==> src/rtl/conv_1st_pkg.sv <==
// Shared definitions for the first-layer convolution write-back path.
// Holds the default geometry of the output feature map and the
// write-back scheduler state encoding.
package conv_1st_pkg;

    // Default geometry: result width, array columns, channels, groups per channel
    localparam int DEF_DW         = 16;
    localparam int DEF_LANES      = 8;
    localparam int DEF_CH         = 32;
    localparam int DEF_GRP_PER_CH = 2;
    localparam int DEF_AW         = $clog2(DEF_CH * DEF_GRP_PER_CH * DEF_LANES);

    // Scheduler states: idle, draining a captured group, host read issue
    typedef enum logic [1:0] {
        ST_IDLE  = 2'd0,
        ST_DRAIN = 2'd1,
        ST_HRD   = 2'd2
    } wb_state_e;

endpackage

==> src/rtl/conv_1st_wb_buf.sv <==
// Lane capture buffer for the write-back scheduler.
// Holds one group of LANES results and presents the lane picked by sel.
//   clk, rst_n : clock, asynchronous active-low reset
//   load       : capture res into the buffer on this edge
//   res        : packed results, lane k at bits [k*DW +: DW]
//   sel        : lane select for the read mux
//   lane_data  : currently stored value of lane sel
module conv_1st_wb_buf #(
    parameter int DW    = 16,
    parameter int LANES = 8,
    parameter int LW    = 3
) (
    input  logic                clk,
    input  logic                rst_n,
    input  logic                load,
    input  logic [LANES*DW-1:0] res,
    input  logic [LW-1:0]       sel,
    output logic [DW-1:0]       lane_data
);

    logic [DW-1:0] lane_r [LANES];

    // Capture register: loads the whole group at once
    always_ff @(posedge clk or negedge rst_n) begin
        if (!rst_n) begin
            for (int k = 0; k < LANES; k++) begin
                lane_r[k] <= {DW{1'b0}};
            end
        end else if (load) begin
            for (int k = 0; k < LANES; k++) begin
                lane_r[k] <= res[k*DW +: DW];
            end
        end else begin
            for (int k = 0; k < LANES; k++) begin
                lane_r[k] <= lane_r[k];
            end
        end
    end

    // Lane select mux
    always_comb begin
        lane_data = lane_r[sel];
    end

endmodule

==> src/rtl/conv_1st_wb_sched.sv <==
// Write-back scheduler for the first-layer convolution output.
// Captures a group of LANES results on valid_i, then writes one lane per
// cycle into the single-port output RAM at
//   ch*GRP_PER_CH*LANES + grp*LANES + lane.
// The same RAM port serves host reads whenever no write-back is pending;
// array write-back always wins.
//   valid_i/ch_i/res_i : result group from the array
//   clr_i              : clears group counter and overrun flag
//   ram_*              : single-port RAM interface (rdata one cycle after re)
//   hrd_req/addr/ack/data : host read handshake
//   busy, frame_done, ovf : status
module conv_1st_wb_sched
    import conv_1st_pkg::*;
#(
    parameter int DW         = DEF_DW,
    parameter int LANES      = DEF_LANES,
    parameter int CH         = DEF_CH,
    parameter int GRP_PER_CH = DEF_GRP_PER_CH,
    parameter int AW         = DEF_AW
) (
    input  logic                   clk,
    input  logic                   rst_n,
    input  logic                   valid_i,
    input  logic [$clog2(CH)-1:0]  ch_i,
    input  logic [LANES*DW-1:0]    res_i,
    input  logic                   clr_i,
    output logic                   ram_we,
    output logic                   ram_re,
    output logic [AW-1:0]          ram_addr,
    output logic [DW-1:0]          ram_wdata,
    input  logic [DW-1:0]          ram_rdata,
    input  logic                   hrd_req,
    input  logic [AW-1:0]          hrd_addr,
    output logic                   hrd_ack,
    output logic [DW-1:0]          hrd_data,
    output logic                   busy,
    output logic                   frame_done,
    output logic                   ovf
);

    localparam int CHW = $clog2(CH);
    localparam int LW  = (LANES > 1) ? $clog2(LANES) : 1;
    localparam int GW  = (GRP_PER_CH > 1) ? $clog2(GRP_PER_CH) : 1;

    localparam logic [LW-1:0]  LAST_LANE = LW'(LANES - 1);
    localparam logic [GW-1:0]  LAST_GRP  = GW'(GRP_PER_CH - 1);
    localparam logic [CHW-1:0] LAST_CH   = CHW'(CH - 1);

    wb_state_e      state_r;
    wb_state_e      state_nxt_s;
    logic [LW-1:0]  lane_r;
    logic [LW-1:0]  lane_nxt_s;
    logic [CHW-1:0] ch_q_r;
    logic [CHW-1:0] ch_nxt_s;
    logic [GW-1:0]  grp_q_r;
    logic [GW-1:0]  grp_nxt_s;
    logic [GW-1:0]  grp_cnt_r;
    logic           capture_s;
    logic           drop_s;
    logic           grant_s;
    logic           last_lane_s;
    logic [DW-1:0]  buf_lane_s;
    logic [DW-1:0]  wdata_nxt_s;
    logic [AW-1:0]  wr_addr_nxt_s;

    logic           ram_we_r;
    logic           ram_re_r;
    logic [AW-1:0]  ram_addr_r;
    logic [DW-1:0]  ram_wdata_r;
    logic           hrd_ack_r;
    logic [DW-1:0]  hrd_hold_r;
    logic           busy_r;
    logic           frame_done_r;
    logic           ovf_r;

    // Buffer read port follows the lane that will be on the bus next cycle
    conv_1st_wb_buf #(
        .DW    (DW),
        .LANES (LANES),
        .LW    (LW)
    ) u_buf (
        .clk       (clk),
        .rst_n     (rst_n),
        .load      (capture_s),
        .res       (res_i),
        .sel       (lane_nxt_s),
        .lane_data (buf_lane_s)
    );

    // Next-state logic: capture, overrun detection and host-read grant
    always_comb begin
        last_lane_s = (lane_r == LAST_LANE);
        capture_s   = 1'b0;
        drop_s      = 1'b0;
        grant_s     = 1'b0;
        state_nxt_s = state_r;
        lane_nxt_s  = lane_r;
        case (state_r)
            ST_IDLE: begin
                capture_s = valid_i;
                // During the ack cycle the host still holds hrd_req; do not re-issue
                grant_s   = hrd_req & ~valid_i & ~hrd_ack_r;
                lane_nxt_s = {LW{1'b0}};
                if (capture_s) begin
                    state_nxt_s = ST_DRAIN;
                end else if (grant_s) begin
                    state_nxt_s = ST_HRD;
                end else begin
                    state_nxt_s = ST_IDLE;
                end
            end
            ST_HRD: begin
                capture_s  = valid_i;
                lane_nxt_s = {LW{1'b0}};
                if (capture_s) begin
                    state_nxt_s = ST_DRAIN;
                end else begin
                    state_nxt_s = ST_IDLE;
                end
            end
            ST_DRAIN: begin
                if (last_lane_s) begin
                    // Final lane: a new group may chain straight into the next drain
                    capture_s  = valid_i;
                    lane_nxt_s = {LW{1'b0}};
                    if (capture_s) begin
                        state_nxt_s = ST_DRAIN;
                    end else begin
                        state_nxt_s = ST_IDLE;
                    end
                end else begin
                    drop_s      = valid_i;
                    lane_nxt_s  = lane_r + LW'(1);
                    state_nxt_s = ST_DRAIN;
                end
            end
            default: begin
                state_nxt_s = ST_IDLE;
                lane_nxt_s  = {LW{1'b0}};
            end
        endcase
    end

    // Next write address/data, computed ahead so the RAM outputs are registered
    always_comb begin
        if (capture_s) begin
            ch_nxt_s    = ch_i;
            grp_nxt_s   = grp_cnt_r;
            wdata_nxt_s = res_i[DW-1:0];
        end else begin
            ch_nxt_s    = ch_q_r;
            grp_nxt_s   = grp_q_r;
            wdata_nxt_s = buf_lane_s;
        end
        wr_addr_nxt_s = AW'(ch_nxt_s) * AW'(GRP_PER_CH * LANES)
                      + AW'(grp_nxt_s) * AW'(LANES)
                      + AW'(lane_nxt_s);
    end

    // FSM state and drain lane counter
    always_ff @(posedge clk or negedge rst_n) begin
        if (!rst_n) begin
            state_r <= ST_IDLE;
            lane_r  <= {LW{1'b0}};
        end else begin
            state_r <= state_nxt_s;
            lane_r  <= lane_nxt_s;
        end
    end

    // Captured group identity
    always_ff @(posedge clk or negedge rst_n) begin
        if (!rst_n) begin
            ch_q_r  <= {CHW{1'b0}};
            grp_q_r <= {GW{1'b0}};
        end else if (capture_s) begin
            ch_q_r  <= ch_i;
            grp_q_r <= grp_cnt_r;
        end else begin
            ch_q_r  <= ch_q_r;
            grp_q_r <= grp_q_r;
        end
    end

    // Group counter (wraps per channel) and sticky overrun flag
    always_ff @(posedge clk or negedge rst_n) begin
        if (!rst_n) begin
            grp_cnt_r <= {GW{1'b0}};
            ovf_r     <= 1'b0;
        end else if (clr_i) begin
            grp_cnt_r <= {GW{1'b0}};
            ovf_r     <= 1'b0;
        end else begin
            if (capture_s) begin
                grp_cnt_r <= (grp_cnt_r == LAST_GRP) ? {GW{1'b0}} : grp_cnt_r + GW'(1);
            end else begin
                grp_cnt_r <= grp_cnt_r;
            end
            ovf_r <= ovf_r | drop_s;
        end
    end

    // Registered RAM port and status outputs
    always_ff @(posedge clk or negedge rst_n) begin
        if (!rst_n) begin
            ram_we_r     <= 1'b0;
            ram_re_r     <= 1'b0;
            ram_addr_r   <= {AW{1'b0}};
            ram_wdata_r  <= {DW{1'b0}};
            busy_r       <= 1'b0;
            hrd_ack_r    <= 1'b0;
            frame_done_r <= 1'b0;
        end else begin
            case (state_nxt_s)
                ST_DRAIN: begin
                    ram_we_r    <= 1'b1;
                    ram_re_r    <= 1'b0;
                    ram_addr_r  <= wr_addr_nxt_s;
                    ram_wdata_r <= wdata_nxt_s;
                    busy_r      <= 1'b1;
                end
                ST_HRD: begin
                    ram_we_r    <= 1'b0;
                    ram_re_r    <= 1'b1;
                    ram_addr_r  <= hrd_addr;
                    ram_wdata_r <= {DW{1'b0}};
                    busy_r      <= 1'b0;
                end
                default: begin
                    ram_we_r    <= 1'b0;
                    ram_re_r    <= 1'b0;
                    ram_addr_r  <= {AW{1'b0}};
                    ram_wdata_r <= {DW{1'b0}};
                    busy_r      <= 1'b0;
                end
            endcase
            hrd_ack_r    <= (state_r == ST_HRD);
            frame_done_r <= (state_r == ST_DRAIN) && last_lane_s
                            && (ch_q_r == LAST_CH) && (grp_q_r == LAST_GRP);
        end
    end

    // Host data hold register: keeps the last read value between acks
    always_ff @(posedge clk or negedge rst_n) begin
        if (!rst_n) begin
            hrd_hold_r <= {DW{1'b0}};
        end else if (hrd_ack_r) begin
            hrd_hold_r <= ram_rdata;
        end else begin
            hrd_hold_r <= hrd_hold_r;
        end
    end

    // RAM data is only valid during the ack cycle; it is passed through then
    // and the held copy is shown afterwards
    assign hrd_data   = hrd_ack_r ? ram_rdata : hrd_hold_r;
    assign ram_we     = ram_we_r;
    assign ram_re     = ram_re_r;
    assign ram_addr   = ram_addr_r;
    assign ram_wdata  = ram_wdata_r;
    assign hrd_ack    = hrd_ack_r;
    assign busy       = busy_r;
    assign frame_done = frame_done_r;
    assign ovf        = ovf_r;

endmodule

==> config.mk <==
export PLATFORM = sky130hd
export DESIGN_NAME = conv_1st_wb_sched
export DESIGN_NICKNAME = d
export VERILOG_FILES = /design/src/rtl/conv_1st_pkg.sv /design/src/rtl/conv_1st_wb_buf.sv /design/src/rtl/conv_1st_wb_sched.sv
export SDC_FILE = /design/constraint.sdc
export NUM_CORES = 1
export LEC_CHECK = 0
export ABC_AREA = 1
export CAP_MARGIN = 20
export CELL_PAD_IN_SITES_DETAIL_PLACEMENT = 1
export CELL_PAD_IN_SITES_GLOBAL_PLACEMENT = 2
export CORE_MARGIN = 3
export CORE_UTILIZATION = 31
export CTS_BUF_LIST = sky130_fd_sc_hd__clkbuf_8 sky130_fd_sc_hd__clkbuf_16
export DETAILED_ROUTE_END_ITERATION = 8
export GPL_ROUTABILITY_DRIVEN = 0
export GPL_TIMING_DRIVEN = 1
export PLACE_DENSITY = 0.85
export SLEW_MARGIN = 10
export SYNTH_ARGS = -nofsm -noshare
export SYNTH_HDL_FRONTEND = slang
export SYNTH_SLANG_ARGS = --single-unit
==> constraint.sdc <==
create_clock -name clk -period 6.65 [get_ports clk]
set_input_delay 0.665 -clock clk [delete_from_list [all_inputs] [get_ports clk]]
set_output_delay 0.665 -clock clk [all_outputs]
set_load 0.03 [all_outputs]
==> flow_metrics.tcl, run 1 <==
set metrics [dict create \
    critPathMaxFanout 98 \
    fillers 3068 \
    dieArea_mm2 0.0289 \
    clock_path_buffers 2 \
    cap_violations 0 \
    synthFlopType "dfrtp_1" \
    io_buffers 209 \
    grt_max_degree 117 \
    vias_per_cell 4.75 \
    drive_above_1_share_pct 5.52 \
    hold_violations 0 \
    slew_viol_final 0 \
    ys_seq_area_share_pct 55.7 \
    worst_setup_path_start_kind "flop" \
    first_global_vias 7691 \
    hp-class "in2async" \
    overflow 0 \
    synth_edf_count 0 \
    diodes 0 \
    async_reset_ff_share_pct 100 \
    worst-slew-pin-transition_ns 1.02 \
    worst-endpoint-arrival_ns 3.81 \
    final_util_pct 42.8 \
    holdBufCountCts 0 \
    rsz0062_at_grt "no" \
    vias 7193 \
    setup_viol 0 \
    yosysTopAreaCell "dfrtp_1" \
    first_pass_iters 5 \
    cts_tree "yes" \
    synth_common_cells "261 x nand2_1, 186 x dfrtp_1, 160 x nand3_1, 126 x inv_1, 116 x o21ai_0" \
    min_period_ns 3.47 \
    status "completed" \
    max_slew_margin_pct 32.3 \
    dp_hpwl_um 18400 \
    root_buffer "clkbuf_16" \
    synth_cell_types 24 \
    fmax_ghz 0.288 \
    worst_path_largest_cell_delay_ns 0.81 \
    grt_usage_pct 19.1 \
    clk_latency_ns 0.44 \
    htreeDepth 4 \
    critPathCaptureType "flop" \
    period_share_pct 52.2 \
    cts_setup_buffers 0 \
    finalNetCount 1333 \
    setup_ws_ns 3.18 \
    core_mm2 0.0263 \
    path_delay_family "buffers and inverters" \
    ys_ff_latch 186 \
    power_density_mw_per_mm2 514 \
    pin_count 210 \
    synthCells 994 \
    wirelength_um 27300 \
    crit_buf_inv 3 \
    yosysMostFrequentCell "nand2_1" \
    syn_to_final_growth_pct 34.8 \
    clock_sinks 186 \
    post_cts_resized 0 \
    place_ws_ns 2.96 \
    grt_pass1_wl_um 43000 \
    p_leak_nw 5.23 \
    avgSynthCellArea_um2 8.40 \
    synth_nets 1162 \
    final_antenna_net_count 0 \
    ir_drop_mv 0.229 \
    initial_core_util_pct 31.8 \
    setup_tns_ns 0 \
    wl_per_cell_um 18.0 \
    antenna_found_initial 4 \
    rows 59 \
    syn_area_mm2 0.00835 \
    synth_top_area_share_pct 55.7 \
    yosys_warnings 0 \
    clkSlewWorstSetupHoldPaths_ns 0.08 \
    die_height_um 170 \
    crit_slowest_cell "inv_6" \
    drt_iter0_drc 443 \
    required_ns 6.99 \
    synth_area_leaders "dfrtp_1 56%, nand2_1 12%, nand3_1 9.6%, o21ai_0 7.0%, inv_1 5.7%" \
    critical_path_class "reg2reg" \
    path_cells "ha_1 -> ha_1 -> inv_1 -> nand2_1 -> nand3_2 -> inv_6 -> buf_4 -> nand2_1 -> o21ai_0" \
    finalClockSkew_ns 0.0129 \
    numCtsBuffers 17 \
    die_w_um 170 \
    drc_errors 0 \
]
-- kinds of logic (layout without fill, tap and decap cells) --
group	after synthesis	in the layout	synth area share, %
AND/OR/NAND/NOR	450	450	23.7
buffers and inverters	195	379	9.17
flip-flops	186	186	55.7
AO/OA/AOI/OAI	142	142	8.52
multiplexers	16	16	2.16
adder cells (fa/ha/maj)	5	5	0.749
-- layout by cell type, fill, tap and decap left out, types with 3 or more instances in the layout --
master / n
nand2_1: 260
clkdlybuf4s50_1: 208
dfrtp_1: 186
nand3_1: 160
inv_1: 126
o21ai_0: 116
a21oi_1: 25
clkbuf_16: 17
mux2_2: 16
nand3b_1: 16
buf_4: 8
nor2_1: 5
inv_6: 5
ha_1: 5
inv_8: 3
clkinv_8: 3
clkinv_4: 3
-- layer usage --
metal / GRT usage [%] / vias to the layer above / part of all wire, %
li1: - / 3499 / -
met5: 0 / - / 0.19
met4: 4.80 / 8 / 1.5
met1: 26.1 / 3474 / 46
met3: 5.55 / 28 / 6.2
met2: 30.0 / 184 / 46
-- per-stage QoR --
step | instance area (um^2) | hold slack (ns) | total power [mW] | cells
final | 11300 | 0.305 | 5.78 | 1513
after global placement | 10700 | 0.453 | 4.73 | 1481
after CTS | 11300 | 0.398 | 5.85 | 1513
after global routing | 11300 | 0.411 | 6.28 | 1513
after detailed placement | 10700 | 0.457 | 4.81 | 1481
after floorplan | 8350 | 0.369 | 3.72 | 994
-- final cells by class --
cell class	instances	area (um^2)	area share, %
clock buffers	17	425	3.78
clock inverters	15	154	1.37
inverters	129	489	4.34
multi-input cells	613	2940	26.1
flip-flops and latches	186	4650	41.3
well taps	335	419	3.72
repair buffers	218	2180	19.3
-- final timing paths --
| kind | startpoint | end | slack (ns) | cells past startpoint |
|---|---|---|---|---|
| worst min-delay path | rst_n | u_buf.lane_r[70] | 0.30 | 1 |
| max in group asynchronous | rst_n | u_buf.lane_r[13] | 4.67 | 2 |
| worst max-delay path | lane_r[0] | u_buf.lane_r[27] | 3.18 | 9 |
| min in group clk | u_buf.lane_r[102] | u_buf.lane_r[102] | 0.48 | 2 |
| worst max register to register | lane_r[0] | u_buf.lane_r[27] | 3.18 | 9 |
| worst min register to register | u_buf.lane_r[102] | u_buf.lane_r[102] | 0.48 | 2 |
-- power by group --
group | switching, mW | leakage [nW] | internal (mW)
Clock | 0.512 | 0.287 | 0.502
Sequential | 0.168 | 2.31 | 1.66
Combinational | 1.94 | 2.64 | 1.00
-- registers in the layout, summed over array words and instances (netlist names) --
| name | cells |
|---|---|
| u_buf.lane_r | 128 |
| hrd_hold_r | 16 |
| ram_wdata | 16 |
| ram_addr | 9 |
| ch_q_r | 5 |
| lane_r | 3 |
| state_r | 2 |
| busy | 1 |
| frame_done | 1 |
| grp_cnt_r | 1 |
| grp_q_r | 1 |
| hrd_ack | 1 |
| ovf | 1 |
| ram_re | 1 |
No activity file was read; power rests on OpenSTA's default activity.
==> run 2: changes to the inputs <==
--- a/config.mk
+++ b/config.mk
@@ -10,12 +10,12 @@
 export CELL_PAD_IN_SITES_DETAIL_PLACEMENT = 1
 export CELL_PAD_IN_SITES_GLOBAL_PLACEMENT = 2
 export CORE_MARGIN = 3
-export CORE_UTILIZATION = 31
+export CORE_UTILIZATION = 29
 export CTS_BUF_LIST = sky130_fd_sc_hd__clkbuf_8 sky130_fd_sc_hd__clkbuf_16
 export DETAILED_ROUTE_END_ITERATION = 8
 export GPL_ROUTABILITY_DRIVEN = 0
 export GPL_TIMING_DRIVEN = 1
-export PLACE_DENSITY = 0.85
+export PLACE_DENSITY = 0.8
 export SLEW_MARGIN = 10
 export SYNTH_ARGS = -nofsm -noshare
 export SYNTH_HDL_FRONTEND = slang
==> constraint.sdc (replaced) <==
create_clock -name clk -period 3.45 [get_ports clk]
set_input_delay 0.345 -clock clk [delete_from_list [all_inputs] [get_ports clk]]
set_output_delay 0.345 -clock clk [all_outputs]
set_load 0.03 [all_outputs]
==> flow_metrics.tcl, run 2 (synthesis gave the netlist of run 1 again) <==
set metrics [dict create \
    ir_drop_mv 0.594 \
    cap_violations 0 \
    rows 61 \
    slew_viol_final 0 \
    hp-class "in2async" \
    worst-endpoint-arrival_ns 3.01 \
    dp_hpwl_um 21000 \
    syn_to_final_growth_pct 36.7 \
    cts_tree "yes" \
    htreeDepth 4 \
    worst_setup_path_start_kind "flop" \
    violations "hold timing" \
    required_ns 3.73 \
    clkSlewWorstSetupHoldPaths_ns 0.07 \
    dieArea_mm2 0.0309 \
    vias 7363 \
    clk_latency_ns 0.43 \
    wl_per_cell_um 18.7 \
    layout.cells.most_common_list "260 x nand2_1, 208 x clkdlybuf4s50_1, 186 x dfrtp_1, 160 x nand3_1, 127 x inv_1" \
    max_slew_margin_pct 34.3 \
    vias_per_cell 4.71 \
    largest_reg_flops 128 \
    final_antenna_net_count 0 \
    status "finished with violations" \
    antenna_found_initial 0 \
    period_share_pct 79.2 \
    root_buffer "clkbuf_16" \
    grt_pass1_wl_um 46000 \
    io_buffers 209 \
    rsz0062_at_grt "no" \
    power_density_mw_per_mm2 990 \
    die_height_um 176 \
    final_util_pct 40.6 \
    diodes 0 \
    layout_commonest_cell "nand2_1" \
    numCtsBuffers 17 \
    drive_above_1_share_pct 5.91 \
    initial_core_util_pct 29.7 \
    holdBufCountCts 0 \
    post_cts_resized 0 \
    drt_iter0_drc 398 \
    cts_setup_buffers 0 \
    wirelength_um 29300 \
    setup_tns_ns 0 \
    fin_hold_ws_ns -0.00411 \
    first_global_vias 7876 \
    clock_path_buffers 2 \
    drc_errors 0 \
    pin_count 210 \
    p_leak_nw 5.29 \
    finalClockSkew_ns 0.0102 \
    grt_usage_pct 19.2 \
    critPathMaxFanout 31 \
    fmax_ghz 0.366 \
    worst-slew-pin-transition_ns 0.979 \
    first_pass_iters 5 \
    die_w_um 176 \
    critical_path_class "reg2reg" \
    overflow 0 \
    setup_viol 0 \
    grt_max_degree 87 \
    min_period_ns 2.73 \
    critPathCaptureType "flop" \
    core_mm2 0.0281 \
    clock_sinks 186 \
    finalNetCount 1340 \
    hold_violations 3 \
    top_register "u_buf.lane_r" \
]
[run 2: per-layer routing]
metal / wire length, um / vias up / track usage [%]
met1: 13500 / 3648 / 26.4
met4: 427 / 0 / 3.99
li1: - / 3512 / -
met3: 1830 / 23 / 5.84
met5: 0 / - / 0
met2: 13500 / 180 / 30.0
[run 2: area by class of cell]
class,count,area [um^2]
fill,3393,16700
sequential,186,4650
multi-input combinational,613,2940
timing repair buffer,225,2270
inverter,129,489
tap,378,473
clock buffer,19,453
clock inverter,12,140
[run 2: report_power, final]
| part | internal [mW] | total (mW) | switching [mW] | leakage, nW |
|---|---|---|---|---|
| sequential | 3.20 | 3.55 | 0.347 | 2.31 |
| combinational | 1.97 | 5.73 | 3.76 | 2.69 |
| clock | 1.12 | 2.02 | 0.902 | 0.294 |
[run 2: critical path, stage by stage (launching register included)]
cell and delay (ns):
dfrtp_1 0.42, ha_1 0.23, ha_1 0.27, nand2_1 0.09, clkinv_1 0.76, buf_4 0.45, nand3_1 0.09, nand3_1 0.11
nand3_1 0.10, a21oi_1 0.07
[run 2: metrics by stage]
step	power, mW	worst slack (ns)	instance area [um^2]	std cells	hold WS (ns)
after floorplan	7.17	1.34	8350	994	0.0494
after global placement	9.24	0.790	10800	1531	0.458
after detailed placement	9.36	0.669	10800	1531	0.465
after CTS	11.4	0.650	11400	1562	0.0187
after global routing	12.2	0.433	11400	1562	0.0465
final	11.3	0.716	11400	1562	-0.00411
[run 2: final timing paths]
path / slack, ns / startpoint / cells past startpoint / to
setup / recovery: 0.72 / lane_r[0] / 9 / ram_wdata[7]
hold / removal: -0.004 / rst_n / 1 / u_buf.lane_r[7]
setup reg to reg: 0.72 / lane_r[0] / 9 / ram_wdata[7]
hold reg to reg: 0.49 / u_buf.lane_r[109] / 2 / u_buf.lane_r[109]
max in group asynchronous: 2.51 / rst_n / 2 / u_buf.lane_r[1]
min in group clk: 0.46 / res_i[30] / 3 / u_buf.lane_r[110]
==> run 3: changes to the inputs <==
--- a/config.mk
+++ b/config.mk
@@ -10,12 +10,12 @@
 export CELL_PAD_IN_SITES_DETAIL_PLACEMENT = 1
 export CELL_PAD_IN_SITES_GLOBAL_PLACEMENT = 2
 export CORE_MARGIN = 3
-export CORE_UTILIZATION = 29
+export CORE_UTILIZATION = 26
 export CTS_BUF_LIST = sky130_fd_sc_hd__clkbuf_8 sky130_fd_sc_hd__clkbuf_16
 export DETAILED_ROUTE_END_ITERATION = 8
 export GPL_ROUTABILITY_DRIVEN = 0
 export GPL_TIMING_DRIVEN = 1
-export PLACE_DENSITY = 0.8
+export PLACE_DENSITY = 0.76
 export SLEW_MARGIN = 10
 export SYNTH_ARGS = -nofsm -noshare
 export SYNTH_HDL_FRONTEND = slang
==> constraint.sdc (replaced) <==
create_clock -name clk -period 2.5 [get_ports clk]
set_input_delay 0.25 -clock clk [delete_from_list [all_inputs] [get_ports clk]]
set_output_delay 0.25 -clock clk [all_outputs]
set_load 0.03 [all_outputs]
==> flow_metrics.tcl, run 3 (synthesis gave the netlist of run 1 again) <==
set metrics [dict create \
    status "completed" \
    grt_usage_pct 17.2 \
    initial_core_util_pct 26.8 \
    hp-class "in2reg" \
    period_share_pct 89.9 \
    p_leak_nw 5.34 \
    ir_drop_mv 0.682 \
    first_pass_iters 4 \
    rrSetupSlack_ns 0.30 \
    finalNetCount 1348 \
    use_met2_pct 27.6 \
    clk_latency_ns 0.43 \
    first_global_vias 7820 \
    core_mm2 0.0311 \
    required_ns 2.25 \
    clock_sinks 186 \
    critical_path_class "reg2out" \
    overflow 0 \
    worstHoldStart "res_i[28]" \
    critPathMaxFanout 18 \
    slew_viol_final 0 \
    worst-endpoint-arrival_ns 2.00 \
    antenna_found_initial 6 \
    diodes 0 \
    dieArea_mm2 0.0343 \
    reg2reg_to "ram_wdata[10]" \
    dp_hpwl_um 21300 \
    grtUsageMet1_pct 23.1 \
    setup_tns_ns 0 \
    worst_setup_path_start_kind "flop" \
    grt_use_met3_pct 5.03 \
    r2r_start "lane_r[0]" \
    cap_violations 0 \
    max_slew_margin_pct 60.1 \
    rows 64 \
    drive_above_1_share_pct 6.45 \
    setup_viol 0 \
    grt_pass1_wl_um 45100 \
    fmax_ghz 0.445 \
    critPathCaptureType "primary output" \
    fin_area_mm2 0.0115 \
    layout.cells.most_common_list "260 x nand2_1, 208 x clkdlybuf4s50_1, 186 x dfrtp_1, 160 x nand3_1, 128 x inv_1" \
    min_to "u_buf.lane_r[108]" \
    layout_commonest_cell "nand2_1" \
    clkSlewWorstSetupHoldPaths_ns 0.08 \
    top_register "u_buf.lane_r" \
    largest_reg_flops 128 \
    vias_per_cell 4.63 \
    root_buffer "clkbuf_16" \
    rsz0062_at_grt "no" \
    hold_violations 0 \
    r2r_cells 9 \
    placed_area_mm2 0.0109 \
    finalClockSkew_ns 0.0147 \
    worst-slew-pin-transition_ns 0.598 \
    wirelength_um 29300 \
    syn_to_final_growth_pct 38.1 \
    htreeDepth 4 \
    cts_tree "yes" \
    final_antenna_net_count 0 \
    grt_max_degree 91 \
    grt.busiest_layer "met2" \
    pin_count 210 \
    clock_path_buffers 2 \
    die_height_um 185 \
    numCtsBuffers 17 \
    power_density_mw_per_mm2 1360 \
    vias 7352 \
    wl_per_cell_um 18.4 \
    drc_errors 0 \
    drt_iter0_drc 509 \
    hold_depth 3 \
    min_period_ns 2.25 \
    io_buffers 209 \
    die_w_um 185 \
]
-- run 3: cell count changes in the layout (fill, tap and decap cells not counted), sizes merged --
| cell | previous run | this run |
|---|---|---|
| clkinvlp | 1 | 2 |
| buf | 16 | 23 |
| inv | 133 | 136 |
| clkinv | 5 | 4 |
| dlygate4sd3 | 0 | 1 |
| clkbuf | 20 | 18 |
-- run 3: worst max path at each step --
stage,startpoint,to,slack [ns],depth (start not counted)
global placement,lane_r[0],ram_wdata[9],0.34,9
CTS,hrd_ack,hrd_data[12],0.19,3
floorplan,state_r[1],ram_wdata[10],0.39,10
finish,hrd_ack,hrd_data[12],0.25,3
global route,lane_r[0],ram_wdata[10],0.06,9
detailed placement,lane_r[0],ram_wdata[10],0.31,9
-- run 3: worst max-delay path, cell delays in order (launching register included) --
cell,delay (ns)
dfrtp_1,0.33
buf_4,0.25
mux2_2,0.39
clkdlybuf4s50_1,0.60
-- run 3: what timing repair did --
item / in CTS / in global routing
buffers inserted: 0 / 0
endpoints found under the hold margin: 53 / 0
hold buffers: 1 / 0
gates resized for setup: 0 / 0
-- run 3: routing by layer --
metal | up-vias | part of all wire [%]
met3 | 30 | 6.2
met2 | 180 | 47
met5 | - | 0.27
met4 | 12 | 1.3
met1 | 3600 | 45
li1 | 3530 | -
-- run 3: power by group --
part	internal, mW	switching (mW)
logic	2.81	5.15
registers	4.41	0.513
clock network	1.50	1.28
-- run 3: metrics by stage --
stage / utilization (%) / total power, mW / setup slack (ns) / instances / hold slack (ns)
after floorplan: - / 9.90 / 0.393 / 994 / -0.0456
after global placement: 35.1 / 12.8 / 0.345 / 1556 / 0.277
after detailed placement: 35.1 / 13.0 / 0.310 / 1556 / 0.292
after CTS: 37.0 / 15.9 / 0.187 / 1589 / 0.328
after global routing: 37.0 / 17.0 / 0.0581 / 1589 / 0.354
final: 37.0 / 15.7 / 0.252 / 1589 / 0.351
-- run 3: final cells by class --
class                      instances  area (um^2)
fill                            3635        19600
sequential                       186         4650
multi-input combinational        613         2940
timing repair buffer             233         2370
tap                              396          495
inverter                         129          489
clock buffer                      17          425
clock inverter                    15          165
